<file path="src/rtl/pulse_seq_pkg.sv">
// Shared definitions for the pulse sequencer: state encoding and default counter width.
package pulse_seq_pkg;

    // Default width of every timing field, the repetition count and the pulse index.
    localparam int unsigned CNT_WIDTH_DEFAULT = 16;

    // Sequencer state encoding.
    typedef logic [2:0] state_t;

    localparam state_t ST_IDLE  = 3'd0;
    localparam state_t ST_DELAY = 3'd1;
    localparam state_t ST_HIGH  = 3'd2;
    localparam state_t ST_GAP   = 3'd3;
    localparam state_t ST_DONE  = 3'd4;

endpackage

</file>
<file path="src/rtl/seq_down_counter.sv">
// Loadable down-counter with a zero flag. Decrement saturates at zero; load wins over decrement.
module seq_down_counter
    import pulse_seq_pkg::*;
#(
    parameter int unsigned CNT_WIDTH = CNT_WIDTH_DEFAULT
) (
    input  logic                 clk_in,
    input  logic                 rst,
    input  logic                 load_i,
    input  logic [CNT_WIDTH-1:0] load_val_i,
    input  logic                 dec_i,
    output logic                 zero_o
);

    logic [CNT_WIDTH-1:0] cnt_q, cnt_d;

    // Next count: load, else decrement while non-zero.
    always_comb begin
        cnt_d = cnt_q;
        if (load_i) begin
            cnt_d = load_val_i;
        end else if (dec_i && (cnt_q != '0)) begin
            cnt_d = cnt_q - {{(CNT_WIDTH-1){1'b0}}, 1'b1};
        end
    end

    // Count register with synchronous reset.
    always_ff @(posedge clk_in) begin
        if (rst) begin
            cnt_q <= '0;
        end else begin
            cnt_q <= cnt_d;
        end
    end

    assign zero_o = (cnt_q == '0);

endmodule

</file>
<file path="src/rtl/pulse_sequencer.sv">
// Pulse sequencer: after start, waits cfg_delay cycles, then emits cfg_count pulses of
// cfg_width high cycles separated by max(cfg_gap,1) low cycles, then strobes done.
// Optional macro PULSE_SEQ_FREERUN_EN: a latched count of zero runs pulses until abort/rst.
module pulse_sequencer
    import pulse_seq_pkg::*;
#(
    parameter int unsigned CNT_WIDTH = CNT_WIDTH_DEFAULT
) (
    input  logic                 clk_in,
    input  logic                 rst,
    input  logic                 start,
    input  logic                 abort,
    input  logic [CNT_WIDTH-1:0] cfg_delay,
    input  logic [CNT_WIDTH-1:0] cfg_width,
    input  logic [CNT_WIDTH-1:0] cfg_gap,
    input  logic [CNT_WIDTH-1:0] cfg_count,
    output logic                 pulse_out,
    output logic                 busy,
    output logic                 done,
    output logic [CNT_WIDTH-1:0] pulse_idx
);

`ifdef PULSE_SEQ_FREERUN_EN
    localparam bit FreeRunEn = 1'b1;
`else
    localparam bit FreeRunEn = 1'b0;
`endif

    localparam logic [CNT_WIDTH-1:0] CntOne = {{(CNT_WIDTH-1){1'b0}}, 1'b1};

    state_t               state_q, state_d;
    // Width and gap are re-used for every pulse; delay and count go straight into the counters.
    logic [CNT_WIDTH-1:0] width_q, width_d;
    logic [CNT_WIDTH-1:0] gap_q, gap_d;
    logic                 freerun_q, freerun_d;
    logic [CNT_WIDTH-1:0] idx_q, idx_d;
    logic                 pulse_q, busy_q, done_q;

    logic                 tmr_load, tmr_dec, tmr_zero;
    logic [CNT_WIDTH-1:0] tmr_val;
    logic                 rem_load, rem_dec, rem_zero;
    logic [CNT_WIDTH-1:0] rem_val;

    logic                 accept;
    logic                 no_pulse;
    logic                 last_pulse;
    logic [CNT_WIDTH-1:0] gap_len_m1;

    assign accept     = (state_q == ST_IDLE) && start && !abort;
    assign no_pulse   = (cfg_width == '0) || ((cfg_count == '0) && !FreeRunEn);
    assign last_pulse = rem_zero && !freerun_q;
    // A zero gap still leaves one low cycle so consecutive pulses stay distinct.
    assign gap_len_m1 = (gap_q == '0) ? '0 : (gap_q - CntOne);

    // Phase timer: counts the remaining cycles of DELAY, HIGH or GAP.
    seq_down_counter #(
        .CNT_WIDTH (CNT_WIDTH)
    ) u_phase_tmr (
        .clk_in     (clk_in),
        .rst        (rst),
        .load_i     (tmr_load),
        .load_val_i (tmr_val),
        .dec_i      (tmr_dec),
        .zero_o     (tmr_zero)
    );

    // Remaining-pulse counter: holds pulses still to go after the current one.
    seq_down_counter #(
        .CNT_WIDTH (CNT_WIDTH)
    ) u_remain_cnt (
        .clk_in     (clk_in),
        .rst        (rst),
        .load_i     (rem_load),
        .load_val_i (rem_val),
        .dec_i      (rem_dec),
        .zero_o     (rem_zero)
    );

    // Next-state logic, counter control and config capture.
    always_comb begin
        state_d   = state_q;
        width_d   = width_q;
        gap_d     = gap_q;
        freerun_d = freerun_q;
        idx_d     = idx_q;
        tmr_load  = 1'b0;
        tmr_val   = '0;
        tmr_dec   = 1'b0;
        rem_load  = 1'b0;
        rem_val   = '0;
        rem_dec   = 1'b0;

        if (abort && (state_q != ST_IDLE)) begin
            state_d = ST_IDLE;
        end else begin
            case (state_q)
                ST_IDLE: begin
                    if (accept) begin
                        width_d   = cfg_width;
                        gap_d     = cfg_gap;
                        freerun_d = FreeRunEn && (cfg_count == '0);
                        idx_d     = '0;
                        rem_load  = 1'b1;
                        rem_val   = cfg_count - CntOne;
                        if (no_pulse) begin
                            state_d = ST_DONE;
                        end else if (cfg_delay != '0) begin
                            state_d  = ST_DELAY;
                            tmr_load = 1'b1;
                            tmr_val  = cfg_delay - CntOne;
                        end else begin
                            state_d  = ST_HIGH;
                            tmr_load = 1'b1;
                            tmr_val  = cfg_width - CntOne;
                        end
                    end
                end
                ST_DELAY: begin
                    if (tmr_zero) begin
                        state_d  = ST_HIGH;
                        tmr_load = 1'b1;
                        tmr_val  = width_q - CntOne;
                    end else begin
                        tmr_dec = 1'b1;
                    end
                end
                ST_HIGH: begin
                    if (!tmr_zero) begin
                        tmr_dec = 1'b1;
                    end else if (last_pulse) begin
                        state_d = ST_DONE;
                    end else begin
                        state_d  = ST_GAP;
                        tmr_load = 1'b1;
                        tmr_val  = gap_len_m1;
                        rem_dec  = !freerun_q;
                    end
                end
                ST_GAP: begin
                    if (tmr_zero) begin
                        state_d  = ST_HIGH;
                        tmr_load = 1'b1;
                        tmr_val  = width_q - CntOne;
                        idx_d    = idx_q + CntOne;
                    end else begin
                        tmr_dec = 1'b1;
                    end
                end
                ST_DONE: begin
                    state_d = ST_IDLE;
                end
                default: begin
                    state_d = ST_IDLE;
                end
            endcase
        end
    end

    // State, latched config and registered outputs; outputs decode the next state.
    always_ff @(posedge clk_in) begin
        if (rst) begin
            state_q   <= ST_IDLE;
            width_q   <= '0;
            gap_q     <= '0;
            freerun_q <= 1'b0;
            idx_q     <= '0;
            pulse_q   <= 1'b0;
            busy_q    <= 1'b0;
            done_q    <= 1'b0;
        end else begin
            state_q   <= state_d;
            width_q   <= width_d;
            gap_q     <= gap_d;
            freerun_q <= freerun_d;
            idx_q     <= idx_d;
            pulse_q   <= (state_d == ST_HIGH);
            busy_q    <= (state_d != ST_IDLE);
            done_q    <= (state_d == ST_DONE);
        end
    end

    assign pulse_out = pulse_q;
    assign busy      = busy_q;
    assign done      = done_q;
    assign pulse_idx = idx_q;

endmodule

</file>
<file path="config.mk">
export PLATFORM = sky130hd
export DESIGN_NAME = pulse_sequencer
export DESIGN_NICKNAME = d
export VERILOG_FILES = /design/src/rtl/pulse_seq_pkg.sv /design/src/rtl/seq_down_counter.sv /design/src/rtl/pulse_sequencer.sv
export SDC_FILE = /design/constraint.sdc
export NUM_CORES = 1
export LEC_CHECK = 0
export CORE_ASPECT_RATIO = 0.75
export CORE_MARGIN = 3
export CORE_UTILIZATION = 56
export DETAILED_ROUTE_END_ITERATION = 8
export HOLD_SLACK_MARGIN = 0.12
export PLACE_DENSITY = 0.86
export SLEW_MARGIN = 40
export SYNTH_ARGS = -nofsm -noshare
export SYNTH_HDL_FRONTEND = slang
export SYNTH_HIERARCHICAL = 1
export SYNTH_SLANG_ARGS = --single-unit
</file>
<file path="constraint.sdc">
create_clock -name clk_in -period 3.77 [get_ports clk_in]
set_input_delay 0.754 -clock clk_in [delete_from_list [all_inputs] [get_ports clk_in]]
set_output_delay 0.754 -clock clk_in [all_outputs]
set_load 0.01 [all_outputs]
</file>
# ---- Word level (Yosys, flattened, before mapping)
# Index checks and enable logic that the tools add are counted.
dict set report classes {
  muxes 42
  eq_ne 7
  reduce_logical 25
  bitwise_logic 1
  n_addsub 8
}
# operator n
set ops {}
lappend ops {{two-way mux 16 bit} 17}
lappend ops {{subtractor 16 x 1 -> 16 bit (second input constant)} 7}
lappend ops {{zero test 16 bit} 5}
lappend ops {{one-hot mux 16 bit (3 select lines)} 1}
lappend ops {{nonzero test 16 bit} 3}
lappend ops {{one-hot mux 16 bit (2 select lines)} 1}
lappend ops {{two-way mux 3 bit} 6}
lappend ops {{adder 16 x 1 -> 16 bit (second input constant)} 1}
lappend ops {{two-way mux 1 bit} 14}
lappend ops {{== test 3 x 2 -> 1 bit (second input constant)} 3}
lappend ops {{one-hot mux 3 bit (3 select lines)} 1}
lappend ops {{nonzero test 2 bit} 3}
lappend ops {{nonzero test 3 bit} 2}
lappend ops {{logical AND 1 bit} 5}
lappend ops {{!= test 2 bit (second input constant)} 2}
lappend ops {{AND reduction 4 bit} 1}
lappend ops {{== test 3 x 1 -> 1 bit (second input constant)} 1}
lappend ops {{== test 3 bit (second input constant)} 1}
lappend ops {{zero test 3 bit} 1}
lappend ops {{one-hot mux 1 bit (3 select lines)} 1}
lappend ops {{AND reduction 3 bit} 1}
lappend ops {{OR reduction 3 bit} 1}
lappend ops {{two-way mux 2 bit} 1}
lappend ops {{OR reduction 2 bit} 1}
lappend ops {{other kinds (3)} 3}
dict set report totals {
  out_inout_bits 19
  ff_bits 86
  elab_cells 92
}

# ---- Depth between registers and ports, before layout
# Gate-level depths: netlist of the first run.
dict set report logic_depth {
  word_depth 8
  ltp_mapped 16
  depth_no_buf 14
}

# ---- Modules after synthesis
# The synthesis of the first run kept the hierarchy.
# module n_inst seq_area_each_um2 area_per_inst_um2 cells_each
set modules_own_cells {}
lappend modules_own_cells {pulse_sequencer 1 1081.0 3981.3 561}
lappend modules_own_cells {seq_down_counter 2 320.3 1143.6 130}

# ---- Worst setup path after synthesis of the first run
# No wires, ideal clock.
dict set report synth_timing {
  kind {input-to-reg}
  start {in cfg_delay[1]}
  end {reg u_phase_tmr.cnt_q[6]}
  setup_ns 0.133
  t_arrival_ns 3.367
  setup_slack_ns 0.269
  required_time_ns 3.637
  cell_stages 16
  n_path_buf 3
  path_cell_list {nor3_1 and4_4 buf_6 and2_1 buf_6 clkbuf_1 a21oi_1 ha_1 nor3b_1 nand2_1 a41o_1 or4_1 a31oi_1 a21oi_1 nor2_1 nor3_1}
}
dict set report synth_between {
  elab_chain_len 7
  word_cells_on_any_way 8
}
# item line_no
set synth_rtl {}
lappend synth_rtl {{from (decl)} pulse_sequencer.sv:13} ;# input logic [CNT_WIDTH-1:0] cfg_delay,
lappend synth_rtl {{subtractor 16 x 1 -> 16 bit / nonzero test 16 bit (equally long branches)} {pulse_sequencer.sv:110, pulse_sequencer.sv:107}}
lappend synth_rtl {{two-way mux 16 bit (*)} pulse_sequencer.sv:107} ;# end else if (cfg_delay != '0) begin
lappend synth_rtl {{two-way mux 16 bit (*)} pulse_sequencer.sv:105} ;# if (no_pulse) begin
lappend synth_rtl {{two-way mux 16 bit (*)} pulse_sequencer.sv:98} ;# if (accept) begin
lappend synth_rtl {{one-hot mux 16 bit (3 select lines) (*)} pulse_sequencer.sv:96} ;# case (state_q)
lappend synth_rtl {{two-way mux 16 bit (*)} pulse_sequencer.sv:93} ;# if (abort && (state_q != ST_IDLE)) begin
lappend synth_rtl {{via tmr_val[6]} pulse_sequencer.sv:40} ;# logic [CNT_WIDTH-1:0] tmr_val;
lappend synth_rtl {{two-way mux 16 bit (*)} seq_down_counter.sv:20} ;# if (load_i) begin
lappend synth_rtl {{to (signal assigned)} seq_down_counter.sv:32} ;# cnt_q <= cnt_d;
lappend synth_rtl {{to (decl)} seq_down_counter.sv:15} ;# logic [CNT_WIDTH-1:0] cnt_q, cnt_d;
# The timed path passes the listed nets; every way through them passes the cells marked *.
# A chain may end at the register's enable or synchronous reset.

# ---- Worst setup path in the final report of the first run
dict set report layout_timing {
  start {reg u_phase_tmr.cnt_q[0]}
  end {reg u_remain_cnt.cnt_q[5]}
}
dict set report layout_between {
  elab_chain_len 6
}
# item line_no
set layout_rtl {}
lappend layout_rtl {{zero test 16 bit} seq_down_counter.sv:36} ;# assign zero_o = (cnt_q == '0);
lappend layout_rtl {{via tmr_zero} pulse_sequencer.sv:39} ;# logic tmr_load, tmr_dec, tmr_zero;
lappend layout_rtl {{two-way mux 1 bit} pulse_sequencer.sv:128} ;# if (!tmr_zero) begin
lappend layout_rtl {{two-way mux 1 bit} pulse_sequencer.sv:96}
lappend layout_rtl {{two-way mux 1 bit} pulse_sequencer.sv:93}
lappend layout_rtl {{via rem_dec} pulse_sequencer.sv:41} ;# logic rem_load, rem_dec, rem_zero;
lappend layout_rtl {{logical AND 1 bit} seq_down_counter.sv:22} ;# end else if (dec_i && (cnt_q != '0)) begin
lappend layout_rtl {{nonzero test 2 bit (no line)} -}
lappend layout_rtl {{to (signal assigned)} seq_down_counter.sv:32}
lappend layout_rtl {{to (decl)} seq_down_counter.sv:15}
# The timed path passes the listed nets, and every way through them passes these cells.

==> results.yml, run 1 <==
placed_design:
  portBuffers: 86
  post-dp-hpwl_um: 15700
  gp_congestion: 1.02
  dpl-instance-area_um2: 7490
grt:
  use_met3_pct: 9.67
  grt_pass1_wl_um: 33100
  use_met2_pct: 46.9
  overflow: 0
  grt_pass1_vias: 6296
  grt_max_degree: 55
  antenna_found_initial: 0
  grt_usage_pct: 32.5
  met1_usage_pct: 47.3
  grt-busiest-layer: "met1"
floorplan:
  core_area_um2: 10600
  die_area_um2: 12500
  dieWidth_um: 128
  start_util_pct: 59.1
  pin_count: 87
  num_rows: 32
  die-height_um: 97.6
min_path:
  min_path_type: "reg -> reg"
yosys:
  synth-seq-area-share_pct: 27.5
  synth_cell_types: 76
  synth-compound-area-share_pct: 22.7
  synth_area_leaders: "dfxtp_1, nand2_1, a21oi_1"
  synthesis.nets: 897
  synth_top_cell_area_share_pct: 27.5
  synth_xor_xnor_area_share_pct: 7.41
  async_reset_ff_share_pct: 0
  synth_top_family_by_area: "simple AND/OR/NAND/NOR gates"
  synthAdderAreaFrac_pct: 1.60
  yosysWarningCount: 6
  ys_ff_latch: 86
  syn_inst: 821
  synth_area_um2: 6270
  synth-simple-area-share_pct: 34.9
  synth_largest_area_cell: "dfxtp_1"
  syn_area_per_cell_um2: 7.64
  synth_edf_count: 0
  synthMuxAreaShare_pct: 0.798
  synth_flop_cell: "dfxtp_1"
sta:
  grt_setup_unrepaired: "no"
  post-route-period-util_pct: 93.5
  hold_viol: 0
  setup_viol: 0
  fin_worst_skew_ps: 8.82
  fin_setup_tns_ps: 0
  relSlewSlack_pct: 45.1
  worstMarginPinSlew_ps: 815
  drv_slew: 0
  period_needed_ps: 3530
  max_freq_mhz: 284
clock_network:
  clock_sinks: 86
  worstSkewPairLatency_ps: 350
  cts_tree: "yes"
  h-tree-depth: 3
  ctsHoldBuffers: 0
  clk_pin_slew_ps: 70
  cts_buffers: 9
  cts-root-buf: "clkbuf_16"
  clk_path_buf_depth: 2
  cts_setup_buffers: 0
routing:
  vias: 6995
  post-route-drc-count: 0
  drtPass1Iterations: 7
  routed_wl_um: 20600
  drt_iter0_markers: 740
  routed_via_density: 6.54
  avgRoutedWirePerCell_um: 19.2
  ant_nets: 0
setup_path:
  cp_cell_sequence: "inv_1 -> ha_1 -> nor4b_2 -> nand4_4 -> clkinv_1 -> nand2_1 -> or4_1 -> a21oi_1 -> or4b_4 -> nor3_1 -> nand2_1 -> a2111oi_2"
  path_max_fanout: 10
  cp_slowest_cell: "or4b_4"
  worstSetupPathType: "reg -> reg"
  cpPeakStageDelay_ps: 560
  startpoint_type: "register"
  worstSetupEndpointType: "register"
  cp_data_arrival_time_ps: 3780
  cpMostUsedCell: "nand2_1"
  cp.required_ps: 4020
pwr:
  peakVddDrop_uv: 297
  leakagePower_nw: 2.76
  p_per_area_nw_per_um2: 382
finish:
  area_delta_synth_final_pct: 24.7
  final_common_cell: "nand2_1"
  nets: 1004
  final_cell_area_um2: 7820
  diodes: 0
  drive_gt1_share_pct: 13.2
  layout_common_cells: "nand2_1, nor2_1, dfxtp_1"
status:
  outcome: "complete, no violations"
job:
  maxCapViolCount: 0
-- area by class of cell --
cell class	instances	area (um^2)
Clock buffer	9	225
Clock inverter	7	76.3
Fill cell	805	2790
Inverter	32	120
Multi-Input combinational cell	660	4250
Sequential cell	86	1720
Tap cell	136	170
Timing Repair Buffer	139	1250
-- critical path, delay by kind of cell, from the launching register on --
| kind | cells | cell delay [ps] |
|---|---|---|
| compound gates | 2 | 490 |
| fa+ha+maj | 1 | 220 |
| buf+inv | 2 | 230 |
| flops | 1 | 310 |
| simple gates | 7 | 2170 |
-- flip-flops by register name (all words and copies together) (netlist names) --
register	flops
busy	1
gap_q	16
width_q	16
pulse_idx	16
u_phase_tmr/cnt_q	16
done	1
u_remain_cnt/cnt_q	16
state_q	3
pulse_out	1
-- cell usage after synthesis, drive strengths merged, types with 17 or more instances --
master,number
or4,17
nand2,98
inv,28
xnor2,22
a21oi,73
nor4,26
nor2,92
dfxtp,86
xor2,31
nand3,23
o21ai,21
nor3,39
clkbuf,30
-- per-stage QoR --
stage               power (mW)  setup slack [ps]  cells  utilization [%]  hold WS, ps
finish                    2.98               244   1069             73.7          479
global route              3.13              10.3   1069             73.7          498
CTS                       2.97               145   1069             73.5          480
detailed placement        2.06              -136   1053             70.6          471
global placement          2.02              -312   1053             70.6          466
floorplan                 1.74               269    821                -          448
-- power by group --
group	internal, mW	leakage [nW]	switching [mW]
Sequential	0.974	0.701	0.0932
Clock	0.471	0.149	0.427
Combinational	0.414	1.91	0.604
-- timing repair --
item / 4_1_cts / 5_1_grt
cloned: 0 / 0
setup endpoints to repair: 1 / 1
resized for setup: 1 / 1
-- path summary, 6_finish.rpt --
kind | from | end | slack [ps] | cells past startpoint
max | u_phase_tmr/cnt_q[0]$_SDFFE_PP0P_ | u_remain_cnt/cnt_q[5]$_SDFFE_PP0P_ | 240 | 12
min | gap_q[15]$_SDFFE_PP0P_ | gap_q[15]$_SDFFE_PP0P_ | 480 | 2
max reg2reg | u_phase_tmr/cnt_q[0]$_SDFFE_PP0P_ | u_remain_cnt/cnt_q[5]$_SDFFE_PP0P_ | 240 | 12
min reg2reg | gap_q[15]$_SDFFE_PP0P_ | gap_q[15]$_SDFFE_PP0P_ | 480 | 2
-- logic make-up after synthesis --
family	count (synthesis)
AOI/OAI and AO/OA	201
buffers and inverters	75
adders and majority gates	8
muxes	5
and+or+nand+nor	393
xor gates and xnor gates	53
DFF	86
-- layer usage --
layer | up-vias | part of all wire (%) | wire length (um)
met5 | - | 0 | 0
met1 | 3283 | 44 | 9110
met3 | 40 | 12 | 2370
met2 | 405 | 43 | 8750
li1 | 3267 | - | -
met4 | 0 | 1.6 | 323
Note: power is estimated with default switching activity, not from simulation.
==> run 2, diff against run 1 <==
- GPL_TIMING_DRIVEN: unset -> 0
==> results.yml, run 2 (synthesis gave the netlist of run 1 again) <==
placed_design:
  dpl.cell_count: 1042
  dpl-instance-area_um2: 7300
  post-dp-hpwl_um: 14500
  gp_congestion: 0.991
  portBuffers: 85
  pre_cts_ws_ps: -1140
pwr:
  peakVddDrop_uv: 277
  leakagePower_nw: 2.73
  p_per_area_nw_per_um2: 400
job:
  maxCapViolCount: 0
clock_network:
  cts_buffers: 9
  clk_pin_slew_ps: 70
  clock_sinks: 86
  h-tree-depth: 3
  cts_tree: "yes"
  clk_path_buf_depth: 2
  worstSkewPairLatency_ps: 350
  cts-root-buf: "clkbuf_16"
floorplan:
  dieWidth_um: 128
  core_area_um2: 10600
  die_area_um2: 12500
  die-height_um: 97.6
  start_util_pct: 59.1
  num_rows: 32
  pin_count: 87
grt:
  grt_pass1_wl_um: 31500
  grt_max_degree: 17
  grt_usage_pct: 31.1
  grt_pass1_vias: 6064
  overflow: 0
  antenna_found_initial: 0
sta:
  period_needed_ps: 3610
  post-route-worst-setup-slack_ps: 155
  drv_slew: 0
  fin_setup_tns_ps: 0
  max_freq_mhz: 277
  hold_viol: 0
  relSlewSlack_pct: 51.3
  worstMarginPinSlew_ps: 725
  setup_viol: 0
  post-route-period-util_pct: 95.9
  fin_worst_skew_ps: 12.4
min_path:
  min_path_type: "reg -> reg"
routing:
  drtPass1Iterations: 5
  drt_iter0_markers: 825
  vias: 6911
  post-route-drc-count: 0
  avgRoutedWirePerCell_um: 19.0
  ant_nets: 0
  routed_via_density: 6.50
  routed_wl_um: 20200
setup_path:
  crit_end: "u_phase_tmr/cnt_q[6]$_SDFFE_PP0P_"
  startpoint_type: "input port"
  critPathLaunch: "cfg_delay[11]"
  r2r_start: "u_phase_tmr/cnt_q[0]$_SDFFE_PP0P_"
  worstSetupEndpointType: "register"
  cp_data_arrival_time_ps: 3830
  path_max_fanout: 10
  cp.required_ps: 3980
  worstSetupPathType: "in -> reg"
  reg2regPathDepth: 12
  worstReg2RegEnd: "u_phase_tmr/cnt_q[5]$_SDFFE_PP0P_"
  r2r_setup_slack_ps: 270
finish:
  fin_cells: 1063
  nets: 998
  diodes: 0
  fillerInstances: 830
  seq_area_um2: 1720
  final_common_cell: "nand2_1"
  area_delta_synth_final_pct: 24.0
  drive_gt1_share_pct: 11.8
  final_cell_area_um2: 7770
  layout_common_cells: "nand2_1, nor2_1, dfxtp_1"
  multiInputGateArea_um2: 4350
status:
  outcome: "complete, no violations"
[run 2: how the worst min path moves through the flow]
stage | startpoint | end | cells after the start
floorplan | width_q[15]$_SDFFE_PP0P_ | width_q[15]$_SDFFE_PP0P_ | 2
global placement | width_q[15]$_SDFFE_PP0P_ | width_q[15]$_SDFFE_PP0P_ | 2
detailed placement | width_q[15]$_SDFFE_PP0P_ | width_q[15]$_SDFFE_PP0P_ | 2
CTS | width_q[15]$_SDFFE_PP0P_ | width_q[15]$_SDFFE_PP0P_ | 2
global route | width_q[15]$_SDFFE_PP0P_ | width_q[15]$_SDFFE_PP0P_ | 2
finish | width_q[15]$_SDFFE_PP0P_ | width_q[15]$_SDFFE_PP0P_ | 2
[run 2: area by class of cell]
cell class | count | area share [%]
multi-input combinational | 660 | 55.9
sequential | 86 | 22.2
timing repair buffer | 91 | 11.3
clock buffer | 9 | 2.90
buffer | 42 | 2.62
tap | 136 | 2.19
inverter | 32 | 1.59
clock inverter | 7 | 1.32
[run 2: worst max-delay path: stages]
cell,delay [ps]
clkdlybuf4s15_1,270
nor3_2,100
and4_4,150
buf_6,130
and2_1,140
buf_6,140
buf_4,190
a21oi_4,180
ha_4,160
nor3b_4,310
nand2_1,110
a41o_1,260
or4_1,430
a31oi_2,210
a21oi_2,110
nor2_1,130
nor3_1,50
[run 2: repair_timing]
item	CTS	global route
setup endpoints to repair	6	26
pin swaps	1	7
gates resized for setup	15	41
hold buffers	0	0
endpoints found under the hold margin	0	0
buffers inserted	2	4
[run 2: through the flow]
stage	utilization, %	power, mW	hold slack, ps
global route	73.2	3.23	490
CTS	72.1	3.04	470
floorplan	-	1.74	448
finish	73.2	3.11	468
detailed placement	68.8	2.03	460
global placement	68.7	2.02	455
[run 2: report_power, final]
part / internal (mW) / switching (mW)
combinational: 0.412 / 0.631
sequential: 0.974 / 0.0907
clock: 0.589 / 0.412
[run 2: metal layers]
metal	routed length (um)	up-vias	track usage [%]
li1	-	3248	-
met1	9030	3208	47.0
met2	8340	410	43.6
met3	2470	45	8.24
met4	341	0	6.85
met5	0	-	0
